File: src/rtl/mlp_layer_scheduler.sv
// Sequencer for a chain of fc_layer stages: issues start/func pulses and tracks input-buffer occupancy.
// Optional macro MLP_SCHED_STALL_CNT_EN adds per-layer WAIT_DST stall counters on o_stall_cycles.
module mlp_layer_scheduler #(
    parameter int NUM_LAYERS     = 5,
    parameter int TIMEOUT_CYCLES = 4096,
    parameter int CNT_WIDTH      = 16
) (
    input  logic                     clk,
    input  logic                     rst,
    input  logic                     i_in_valid,
    output logic                     o_in_ready,
    output logic [NUM_LAYERS-1:0]    o_start,
    input  logic [NUM_LAYERS-1:0]    i_cim_busy,
    output logic [NUM_LAYERS-1:0]    o_func_start,
    input  logic [NUM_LAYERS-1:0]    i_busy,
    output logic                     o_out_valid,
    input  logic                     i_out_ready,
    output logic [NUM_LAYERS-1:0]    o_error,
    output logic [CNT_WIDTH-1:0]     o_frames_done
`ifdef MLP_SCHED_STALL_CNT_EN
    ,
    output logic [NUM_LAYERS*16-1:0] o_stall_cycles
`endif
);
    localparam int TW = $clog2(TIMEOUT_CYCLES + 1);
    localparam logic [TW-1:0] TMO_LAST = TW'(TIMEOUT_CYCLES - 1);

    typedef enum logic [2:0] {
        S_IDLE, S_START, S_MVM, S_WAIT_DST, S_FUNC, S_DRAIN
    } state_t;

    logic [NUM_LAYERS-1:0] ibuf_full_q, ibuf_full_d;
    logic [NUM_LAYERS-1:0] error_q, error_d;
    logic                  out_valid_q, out_valid_d;
    logic [CNT_WIDTH-1:0]  frames_q, frames_d;
    logic [NUM_LAYERS-1:0] mvm_exit, drain_exit, mvm_tmo, drain_tmo;
    logic [NUM_LAYERS-1:0] start_pulse, func_pulse;
    logic                  in_fire, out_fire;

    assign in_fire  = i_in_valid & ~ibuf_full_q[0];
    assign out_fire = out_valid_q & i_out_ready;

    generate
        for (genvar gi = 0; gi < NUM_LAYERS; gi++) begin : g_layer
            state_t        state_q, state_d;
            logic          seen_q, seen_d;
            logic [TW-1:0] timer_q, timer_d;
            logic          dst_free;
            logic          ibuf_set;
            logic          mvm_exit_l, drain_exit_l, mvm_tmo_l, drain_tmo_l;

            if (gi == NUM_LAYERS - 1) begin : g_last
                assign dst_free = ~out_valid_q;
            end else begin : g_mid
                assign dst_free = ~ibuf_full_q[gi+1];
            end

            if (gi == 0) begin : g_first_set
                assign ibuf_set = in_fire;
            end else begin : g_chain_set
                assign ibuf_set = drain_exit[gi-1];
            end

            always_comb begin
                state_d      = state_q;
                seen_d       = seen_q;
                timer_d      = timer_q;
                mvm_exit_l   = 1'b0;
                drain_exit_l = 1'b0;
                mvm_tmo_l    = 1'b0;
                drain_tmo_l  = 1'b0;
                case (state_q)
                    S_IDLE: begin
                        if (ibuf_full_q[gi]) state_d = S_START;
                    end
                    S_START: begin
                        state_d = S_MVM;
                        seen_d  = 1'b0;
                        timer_d = '0;
                    end
                    S_MVM: begin
                        seen_d  = seen_q | i_cim_busy[gi];
                        timer_d = timer_q + 1'b1;
                        // A genuine completion wins over a timeout landing in the same cycle
                        if (seen_q && !i_cim_busy[gi]) begin
                            mvm_exit_l = 1'b1;
                            state_d    = S_WAIT_DST;
                        end else if (timer_q == TMO_LAST) begin
                            mvm_tmo_l = 1'b1;
                            state_d   = S_IDLE;
                        end
                    end
                    S_WAIT_DST: begin
                        if (dst_free) state_d = S_FUNC;
                    end
                    S_FUNC: begin
                        state_d = S_DRAIN;
                        seen_d  = 1'b0;
                        timer_d = '0;
                    end
                    S_DRAIN: begin
                        seen_d  = seen_q | i_busy[gi];
                        timer_d = timer_q + 1'b1;
                        if (seen_q && !i_busy[gi]) begin
                            drain_exit_l = 1'b1;
                            state_d      = S_IDLE;
                        end else if (timer_q == TMO_LAST) begin
                            drain_tmo_l = 1'b1;
                            state_d     = S_IDLE;
                        end
                    end
                    default: state_d = S_IDLE;
                endcase
            end

            always_ff @(posedge clk or negedge rst) begin
                if (!rst) begin
                    state_q <= S_IDLE;
                    seen_q  <= 1'b0;
                    timer_q <= '0;
                end else begin
                    state_q <= state_d;
                    seen_q  <= seen_d;
                    timer_q <= timer_d;
                end
            end

            assign mvm_exit[gi]    = mvm_exit_l;
            assign drain_exit[gi]  = drain_exit_l;
            assign mvm_tmo[gi]     = mvm_tmo_l;
            assign drain_tmo[gi]   = drain_tmo_l;
            assign start_pulse[gi] = (state_q == S_START);
            assign func_pulse[gi]  = (state_q == S_FUNC);

            // A DRAIN timeout must not touch the buffer: it was released at MVM exit
            // and may already hold the next frame.
            assign ibuf_full_d[gi] = ibuf_set ? 1'b1 :
                                     ((mvm_exit_l | mvm_tmo_l) ? 1'b0 : ibuf_full_q[gi]);
            assign error_d[gi]     = error_q[gi] | mvm_tmo_l | drain_tmo_l;

`ifdef MLP_SCHED_STALL_CNT_EN
            logic [15:0] stall_q, stall_d;

            always_comb begin
                stall_d = stall_q;
                if (state_q == S_WAIT_DST && stall_q != 16'hFFFF) stall_d = stall_q + 16'd1;
            end

            always_ff @(posedge clk or negedge rst) begin
                if (!rst) stall_q <= '0;
                else      stall_q <= stall_d;
            end

            assign o_stall_cycles[gi*16 +: 16] = stall_q;
`endif
        end
    endgenerate

    always_comb begin
        out_valid_d = out_valid_q;
        frames_d    = frames_q;
        if (drain_exit[NUM_LAYERS-1]) out_valid_d = 1'b1;
        else if (out_fire)            out_valid_d = 1'b0;
        if (out_fire) frames_d = frames_q + 1'b1;
    end

    always_ff @(posedge clk or negedge rst) begin
        if (!rst) begin
            ibuf_full_q <= '0;
            error_q     <= '0;
            out_valid_q <= 1'b0;
            frames_q    <= '0;
        end else begin
            ibuf_full_q <= ibuf_full_d;
            error_q     <= error_d;
            out_valid_q <= out_valid_d;
            frames_q    <= frames_d;
        end
    end

    assign o_in_ready    = ~ibuf_full_q[0];
    assign o_start       = start_pulse;
    assign o_func_start  = func_pulse;
    assign o_out_valid   = out_valid_q;
    assign o_error       = error_q;
    assign o_frames_done = frames_q;

endmodule
File: config.mk
export PLATFORM = sky130hd
export DESIGN_NAME = mlp_layer_scheduler
export DESIGN_NICKNAME = d
export VERILOG_FILES = /design/src/rtl/mlp_layer_scheduler.sv
export SDC_FILE = /design/constraint.sdc
export NUM_CORES = 1
export LEC_CHECK = 0
export BUFFER_PORTS_ARGS = -buffer_cell sky130_fd_sc_hd__buf_2
export CORE_UTILIZATION = 56
export CTS_BUF_LIST = sky130_fd_sc_hd__clkbuf_4
export CTS_CLUSTER_SIZE = 30
export DETAILED_ROUTE_END_ITERATION = 7
export PLACE_DENSITY = 0.79
export SLEW_MARGIN = 30
export SYNTH_ARGS = -nofsm -noshare
export SYNTH_HDL_FRONTEND = slang
export SYNTH_SLANG_ARGS = --single-unit
export TNS_END_PERCENT = 1
File: constraint.sdc
create_clock -name clk -period 1.55 [get_ports clk]
set_input_delay 0.2325 -clock clk [delete_from_list [all_inputs] [get_ports clk]]
set_output_delay 0.2325 -clock clk [all_outputs]
set_load 0.01 [all_outputs]
==> impl_metrics.py, run 1 <==
metrics = {
    "timing": {
        "hold_violations": 0,
        "fin_skew_ns": 0.0182,
        "drv_slew": 0,
        "setup_viol": 28,
        "rsz0062_at_grt": "true",
        "fmax_ghz": 0.568,
        "fin_ws_ns": -0.210,
        "tightest_slew_ns": 0.457,
        "fin_crit_ns": 1.76,
        "finalCritPeriodShare": 1.14,
        "maxSlewHeadroom": 0.694,
    },
    "yosys": {
        "ys_top_cells_by_count": "dfrtp_1, nand2_1, o21ai_0, a21oi_1, nor2_1",
        "synth_adder_area_share": 0.0123,
        "synth_edf_count": 0,
        "synth_compound_area_frac": 0.180,
        "syn-mean-instance-area_sq_um": 9.33,
        "syn_area_sq_um": 6120,
        "synth_area_leaders": "dfrtp_1, nand2_1, o21ai_0",
        "synth-seq-area-share": 0.458,
        "synth_nets": 676,
        "muxShareOfSynthArea": 0.0348,
        "synth_xor_area_frac": 0.0444,
        "synth.most_common_cell": "dfrtp_1",
        "synth_cell_types": 63,
        "yosysTopAreaCell": "dfrtp_1",
        "yosysWarnings": 0,
        "synth_cells": 656,
        "synthSimpleGateAreaFrac": 0.240,
        "synthFlopType": "dfrtp_1",
        "netlist.area_leader.share": 0.458,
        "ys_async_sr_fraction": 1.00,
        "synth_top_family_by_area": "simple AND/OR/NAND/NOR gates",
        "synth_seq_cells": 112,
    },
    "clock_tree": {
        "path_clk_slew_ns": 0.17,
        "numCtsBuffers": 9,
        "cts_sinks": 112,
        "cts_root_buffer": "clkbuf_4",
        "htreeDepth": 3,
        "clk_path_buf_depth": 2,
        "cts_tree": "done",
        "insertion_delay_ns": 0.50,
    },
    "route": {
        "wire_per_inst_um": 15.8,
        "first_pass_iters": 5,
        "drc": 0,
        "finalWirelength_um": 14600,
        "drt-initial-drc-count": 292,
        "ant_nets": 0,
        "vias_per_cell": 6.07,
        "vias": 5599,
    },
    "power_and_ir_drop": {
        "p_leak_nw": 3.55,
        "powerDensity_nw_per_um2": 1510,
        "power_mw": 11.6,
        "peakVddDrop_uv": 1010,
    },
    "floorplanning": {
        "rows": 37,
        "die_width_um": 107,
        "initial_utilization": 0.585,
        "ios": 47,
        "die-area_sq_um": 11300,
        "fp.dieH_um": 107,
        "coreArea_sq_um": 10500,
    },
    "place": {
        "dpl.hpwl_um": 9760,
        "gp_congestion": 0.848,
        "portBuffers": 46,
    },
    "finish": {
        "fin_util": 0.732,
        "n_fill_cell": 745,
        "layout-drive-gt1-share": 0.282,
        "register_area_sq_um": 2810,
        "area_growth_pct": 25.2,
        "fin_nets": 801,
        "multi_input_area_sq_um": 3430,
    },
    "grt": {
        "antenna_found_initial": 1,
        "grt_pass1_vias": 5283,
        "grt_max_degree": 31,
        "overflow": 0,
        "track_usage": 0.259,
        "grt_pass1_wl_um": 23500,
    },
    "outcome": {
        "status": "complete, but fails checks",
        "violations": "negative setup slack",
    },
    "setup_path": {
        "crit_type": "reg2out",
        "cp_max_fo": 8,
        "cp_data_required_time_ns": 1.32,
        "ff2ff_path_depth": 5,
        "arrival_ns": 1.53,
        "end_kind": "output pin",
        "worstSetupStartpointType": "flop",
    },
    "run": {
        "max-cap-violations": 0,
    },
    "hold_path": {
        "hp-class": "in2reg",
        "holdPathStages": 4,
    },
}
-- through the flow --
stage	setup WS (ns)	hold slack, ns	cell area (sq um)	std cells	setup TNS [ns]
floorplan	-0.0332	-0.0631	6120	656	-0.0804
global placement	0.0368	0.213	6940	882	0
detailed placement	-0.0511	0.219	6940	882	-0.174
CTS	-0.223	0.00794	7380	914	-2.26
global route	-0.271	0.0390	7660	923	-5.36
finish	-0.210	0.0588	7660	923	-2.73
-- worst paths after layout --
kind,from,endpoint,slack (ns)
max,g_layer[0].state_q[1],o_start[0],-0.21
min,i_cim_busy[4],g_layer[4].state_q[1],0.06
max reg2reg,g_layer[0].state_q[1],g_layer[0].timer_q[12],-0.15
min reg2reg,o_error[0],o_error[0],0.48
max in group asynchronous,rst,g_layer[4].state_q[1],0.79
min in group asynchronous,rst,g_layer[2].timer_q[10],0.20
-- routing by layer --
metal | routed length (um) | track usage | vias up
li1 | - | - | 2666
met2 | 7490 | 0.455 | 168
met3 | 633 | 0.0558 | 22
met5 | 0 | 0 | -
met4 | 212 | 0.0920 | 0
met1 | 6230 | 0.314 | 2743
-- sequential cells by signal, indices dropped and copies added, names as in the netlist --
name	flops
o_error	5
ibuf_full_q	5
g_layer.timer_q	65
g_layer.seen_q	5
o_frames_done	16
o_out_valid	1
g_layer.state_q	15
-- worst max-delay path, stage by stage, from the launching register on --
cell	delay, ns
dfrtp_1	0.45
inv_1	0.22
and3_1	0.22
buf_2	0.13
-- cells by family after synthesis --
logic type	after synthesis
compound gates	173
mux	21
buf+inv	40
fa+ha+maj	6
flops	112
xor+xnor	31
simple gates	273
-- what timing repair did --
item / 4_1_cts / 5_1_grt
hold endpoints to repair: 94 / 0
pin swaps: 8 / 12
gates resized for setup: 53 / 52
setup endpoints to repair: 28 / 71
hold buffers: 5 / 0
buffers inserted: 11 / 8
-- area by class of cell --
type | instances | area share
diodes | 1 | 0.000327
clock buffers | 9 | 0.00882
clock inverters | 7 | 0.00719
inverters | 16 | 0.00817
multi-input cells | 504 | 0.449
flip-flops and latches | 112 | 0.367
well taps | 136 | 0.0222
repair buffers | 138 | 0.138
-- placed cells by master, fill, tap and decap left out, types with 4 or more instances in the layout --
master and instances:
a21oi_1 39, a22o_1 9, dfrtp_1 106, clkbuf_4 9
nand3_1 35, o211ai_1 11, inv_1 13, a21o_1 8
nor3_1 6, xnor2_1 14, and4_1 7, xor2_1 13
nor3b_2 4, buf_2 41, nor2b_1 8, and3_1 13
nand2b_1 13, nand4_1 18, a211oi_2 4, mux2i_1 19
o21ai_0 45, ha_1 4, nor2_4 4, nand3b_1 7
buf_6 17, buf_4 71, or3b_4 5, a31oi_1 5
o21ai_1 9, dfrtp_2 6, nor2_1 36, a211o_1 4
nor3_2 7, o31ai_1 10, dlygate4sd3_1 5, nand2_1 72
or3_1 6
-- where the power goes --
group | switching [mW] | internal (mW) | total [mW]
registers | 0.626 | 3.46 | 4.08
logic | 3.22 | 2.90 | 6.12
clock network | 1.01 | 0.343 | 1.36
Note: power is estimated with default switching activity, not from simulation.
==> run 2: changes to the inputs <==
Settings changed: CORE_UTILIZATION 56 to 63, PLACE_DENSITY 0.79 to 0.92.
Clock period 1.55 ns to 1.8 ns, I/O delays scaled along.
==> run 2 against run 1 <==
The run still ends with negative setup slack left. Largest cell class unchanged. Wire length decreased by 6.1%. Flip-flop and latch count unchanged. Non-clock buffer count decreased by 58.
==> impl_metrics.py, run 2 (synthesized netlist as in run 1, its figures left out) <==
metrics = {
    "finish": {
        "fin_cells": 857,
        "largest_register_ff_count": 65,
        "fin_area_sq_um": 6940,
        "top_register": "g_layer.timer_q",
        "antenna-diode-count": 0,
        "layout-drive-gt1-share": 0.177,
        "layout_common_cells": "dfrtp_1, nand2_1, o21ai_0",
        "fin_nets": 743,
        "final_common_cell": "dfrtp_1",
        "area_growth_pct": 13.4,
    },
    "setup_path": {
        "worstSetupStartpointType": "flop",
        "worstReg2RegStart": "g_layer[1].state_q[1]",
        "reg2reg_slack_ns": 0.09,
        "rr_endpoint": "g_layer[1].timer_q[12]",
        "crit_type": "reg2out",
        "arrival_ns": 1.54,
        "end_kind": "output pin",
        "cp_max_fo": 13,
        "ff2ff_path_depth": 5,
        "cp_data_required_time_ns": 1.53,
    },
    "route": {
        "vias": 5412,
        "wire_per_inst_um": 16.0,
        "vias_per_cell": 6.32,
        "drc": 0,
        "first_pass_iters": 7,
        "finalWirelength_um": 13700,
        "drt-initial-drc-count": 315,
        "ant_nets": 0,
    },
    "floorplanning": {
        "die-area_sq_um": 10100,
        "die_width_um": 101,
        "coreArea_sq_um": 9330,
        "ios": 47,
        "fp.dieH_um": 101,
        "initial_utilization": 0.656,
        "rows": 35,
    },
    "power_and_ir_drop": {
        "p_leak_nw": 3.20,
        "powerDensity_nw_per_um2": 1290,
        "switching_share": 0.426,
        "p_int_mw": 5.15,
        "pwr-share-clk": 0.147,
        "peakVddDrop_uv": 863,
        "pwr-share-comb": 0.451,
        "p_sw_mw": 3.82,
        "seqPwrFrac": 0.402,
    },
    "clock_tree": {
        "cts_sinks": 112,
        "cts_root_buffer": "clkbuf_4",
        "path_clk_slew_ns": 0.17,
        "cts_tree": "done",
        "htreeDepth": 3,
        "numCtsBuffers": 9,
        "insertion_delay_ns": 0.49,
        "clk_path_buf_depth": 2,
    },
    "grt": {
        "antenna_found_initial": 0,
        "met1_usage": 0.344,
        "grt_max_degree": 43,
        "grt_use_met3": 0.0569,
        "grt_util_met2": 0.492,
        "grt_pass1_wl_um": 22900,
        "busiest_layer": "met2",
        "track_usage": 0.283,
        "overflow": 0,
        "grt_pass1_vias": 5136,
    },
    "hold_path": {
        "worstHoldEndpoint": "ibuf_full_q[0]",
        "min_from": "i_in_valid",
        "holdPathStages": 3,
        "hp-class": "in2reg",
    },
    "outcome": {
        "status": "complete, but fails checks",
        "violations": "negative setup slack",
    },
    "timing": {
        "maxSlewHeadroom": 0.653,
        "fmax_ghz": 0.552,
        "drv_slew": 0,
        "tightest_slew_ns": 0.516,
        "hold_violations": 0,
        "finalCritPeriodShare": 1.01,
        "fin_crit_ns": 1.81,
        "rsz0062_at_grt": "true",
        "fin_ws_ns": -0.0102,
        "fin_skew_ns": 0.0180,
        "setup_viol": 2,
        "holdWs_ns": 0.0162,
    },
    "place": {
        "post-place-cells": 835,
        "dpl.hpwl_um": 9800,
        "gp_congestion": 0.868,
        "post_dp_cell_area_sq_um": 6620,
        "pre_cts_slack_ns": 0.103,
        "portBuffers": 46,
    },
    "run": {
        "max-cap-violations": 0,
    },
}
-- run 2: worst max path at each step --
stage	startpoint	cells after the start	slack, ns	end
final	g_layer[4].state_q[1]	4	-0.01	o_func_start[4]
after global routing	g_layer[1].state_q[1]	4	-0.07	o_func_start[1]
after CTS	g_layer[1].state_q[1]	4	-0.02	o_func_start[1]
after detailed placement	g_layer[0].state_q[2]	4	0.10	g_layer[0].timer_q[10]
after global placement	g_layer[0].state_q[2]	4	0.17	g_layer[0].timer_q[10]
after floorplan	g_layer[1].state_q[0]	6	0.22	g_layer[1].timer_q[12]
-- run 2: final cells by class --
class	instances	area (sq um)
well taps	129	161
multi-input cells	504	3190
clock inverters	6	75.1
flip-flops and latches	112	2810
repair buffers	80	557
clock buffers	10	75.1
fillers	644	2390
inverters	16	63.8
-- run 2: stage by stage --
stage          setup TNS (ns)  total power [mW]  utilization
6_report              -0.0182              8.97        0.744
5_1_grt                -0.258              9.58        0.744
4_1_cts               -0.0414              8.77        0.735
3_5_place_dp                0              7.31        0.710
3_3_place_gp                0              7.02        0.710
2_1_floorplan               0              6.22            -
-- run 2: per-layer routing --
layer  vias to the layer above  wire length, um
met2                       196             6930
met5                         -                0
met1                      2649             5680
met4                         0              327
met3                        30              747
li1                       2537                -
-- run 2: critical path, cell delays in order (launching register included) --
cell	delay, ns
dfrtp_1	0.44
buf_6	0.16
nand2b_1	0.17
nor2_2	0.13
buf_2	0.15
-- run 2: what timing repair did --
item,in CTS,in global routing
setup buffers,1,3
endpoints found under the hold margin,113,0
hold buffers,2,0
endpoints found under the setup margin,8,12
pin swaps,0,1
gates resized for setup,18,17
-- run 2: power by group through the flow --
stage / clock network (mW) / logic, mW / registers, mW
global route: 1.46 / 4.44 / 3.68
finish: 1.32 / 4.04 / 3.61
detailed placement: 0 / 3.71 / 3.60
floorplan: 0 / 2.86 / 3.36
global placement: 0 / 3.49 / 3.54
CTS: 1.35 / 3.86 / 3.56
==> run 3: changes to the inputs <==
Settings changed: PLACE_DENSITY 0.92 to 0.83.
==> run 3 against run 2 <==
Global-route usage fell by 1.0 points. Clock power grew 3%. Total power is 0.79% higher. Flip-flop and latch count unchanged. Via count shrank 2.9%. The flow now finishes without violations. Clock skew up 0.0016 ns. Highest routed layer unchanged. Largest cell class unchanged. Cell area increased by 0.97%.
==> impl_metrics.py, run 3 (synthesized netlist as in run 1, its figures left out) <==
metrics = {
    "outcome": {
        "status": "completed",
    },
    "grt": {
        "track_usage": 0.272,
        "grt_pass1_vias": 4926,
        "overflow": 0,
        "grt_pass1_wl_um": 22100,
        "grt_max_degree": 51,
        "antenna_found_initial": 0,
    },
    "timing": {
        "fin_skew_ns": 0.0196,
        "fin_ws_ns": 0.0227,
        "setup_viol": 0,
        "tightest_slew_ns": 0.549,
        "hold_violations": 0,
        "finalCritPeriodShare": 0.987,
        "drv_slew": 0,
        "maxSlewHeadroom": 0.631,
        "tns_ns": 0,
        "fin_crit_ns": 1.78,
        "rsz0062_at_grt": "true",
        "fmax_ghz": 0.563,
    },
    "place": {
        "portBuffers": 46,
        "gp_congestion": 0.875,
        "post-place-cells": 838,
        "pre_cts_slack_ns": 0.0769,
        "post_dp_cell_area_sq_um": 6640,
        "dpl.hpwl_um": 9200,
    },
    "route": {
        "vias_per_cell": 6.08,
        "drc": 0,
        "vias": 5255,
        "ant_nets": 0,
        "finalWirelength_um": 12900,
        "drt-initial-drc-count": 215,
        "wire_per_inst_um": 15.0,
        "first_pass_iters": 5,
    },
    "setup_path": {
        "rr_endpoint": "g_layer[0].timer_q[12]",
        "crit_type": "reg2out",
        "end_kind": "output pin",
        "cpPeakStageDelay_ns": 0.46,
        "reg2reg_slack_ns": 0.09,
        "crit_family": "flip-flops",
        "cp_num_cells": 3,
        "worstSetupStartpointType": "flop",
        "setup.worst_path.start": "g_layer[0].state_q[0]",
        "ff2ff_path_depth": 4,
        "slowest_stage": "dfrtp_1",
        "path_buf_inv": 2,
        "cp_max_fo": 10,
        "cp_data_required_time_ns": 1.53,
        "worstReg2RegStart": "g_layer[0].state_q[2]",
        "endpoint": "o_func_start[0]",
        "worstPathCellList": "buf_4, nor3_2, buf_2",
        "arrival_ns": 1.51,
    },
    "clock_tree": {
        "cts_root_buffer": "clkbuf_4",
        "numCtsBuffers": 9,
        "htreeDepth": 3,
        "cts_sinks": 112,
        "insertion_delay_ns": 0.48,
        "clk_path_buf_depth": 2,
        "cts_tree": "done",
        "path_clk_slew_ns": 0.16,
    },
    "finish": {
        "largest_register_ff_count": 65,
        "fin_nets": 751,
        "layout-drive-gt1-share": 0.190,
        "fin_util": 0.751,
        "layout_common_cells": "dfrtp_1, nand2_1, o21ai_0",
        "top_register": "g_layer.timer_q",
        "fin_area_sq_um": 7000,
        "fin_cells": 864,
        "final_common_cell": "dfrtp_1",
        "area_growth_pct": 14.5,
        "antenna-diode-count": 0,
    },
    "floorplanning": {
        "initial_utilization": 0.656,
        "fp.dieH_um": 101,
        "rows": 35,
        "coreArea_sq_um": 9330,
        "die-area_sq_um": 10100,
        "die_width_um": 101,
        "ios": 47,
    },
    "power_and_ir_drop": {
        "powerDensity_nw_per_um2": 1290,
        "p_leak_nw": 3.24,
        "peakVddDrop_uv": 956,
    },
    "run": {
        "max-cap-violations": 0,
    },
    "hold_path": {
        "hp-class": "in2reg",
    },
}
## run 3: power breakdown
part	switching (mW)	leakage, nW	internal (mW)
Sequential	0.602	1.47	2.98
Clock	0.805	0.0794	0.552
Combinational	2.32	1.69	1.79
Total	3.72	3.24	5.32
## run 3: worst min-delay path by stage
stage | slack [ns] | to | depth (start not counted) | from
after floorplan | -0.03 | g_layer[0].seen_q | 0 | rst
after global placement | 0.22 | o_frames_done[15] | 1 | rst
after detailed placement | 0.23 | o_frames_done[15] | 1 | rst
after CTS | 0.003 | ibuf_full_q[0] | 3 | i_in_valid
after global routing | 0.01 | ibuf_full_q[0] | 3 | i_in_valid
final | 0.03 | ibuf_full_q[0] | 3 | i_in_valid
## run 3: stage by stage
step	hold slack (ns)	total power, mW
finish	0.0252	9.04
global route	0.0141	9.70
CTS	0.00334	8.82
detailed placement	0.229	7.30
global placement	0.225	7.07
floorplan	-0.0256	6.22
## run 3: routing by layer
layer / wire [um] / part of all wire / vias up / track usage
li1: - / - / 2560 / -
met1: 5980 / 0.46 / 2579 / 0.365
met2: 6330 / 0.49 / 101 / 0.450
met3: 451 / 0.035 / 15 / 0.0458
met4: 166 / 0.013 / 0 / 0.0936
met5: 0 / 0 / - / 0
## run 3: worst reg2reg max path: stages (launching register included)
cell and delay (ns):
dfrtp_2 0.52, or3b_1 0.43, a211o_1 0.35, o211ai_1 0.20, o31ai_1 0.10
## run 3: cell type report
cell class / instances / area (sq um)
sequential: 112 / 2810
clock inverter: 6 / 85.1
multi-input combinational: 504 / 3220
fill: 665 / 2320
timing repair buffer: 88 / 596
clock buffer: 9 / 67.6
inverter: 16 / 63.8
tap: 129 / 161
## run 3: timing repair
item,in CTS,in global routing
hold buffers,2,0
setup endpoints to repair,9,13
cloned,0,0
hold endpoints to repair,29,0
setup buffers,4,5
pin swaps,0,2
resized for setup,16,21
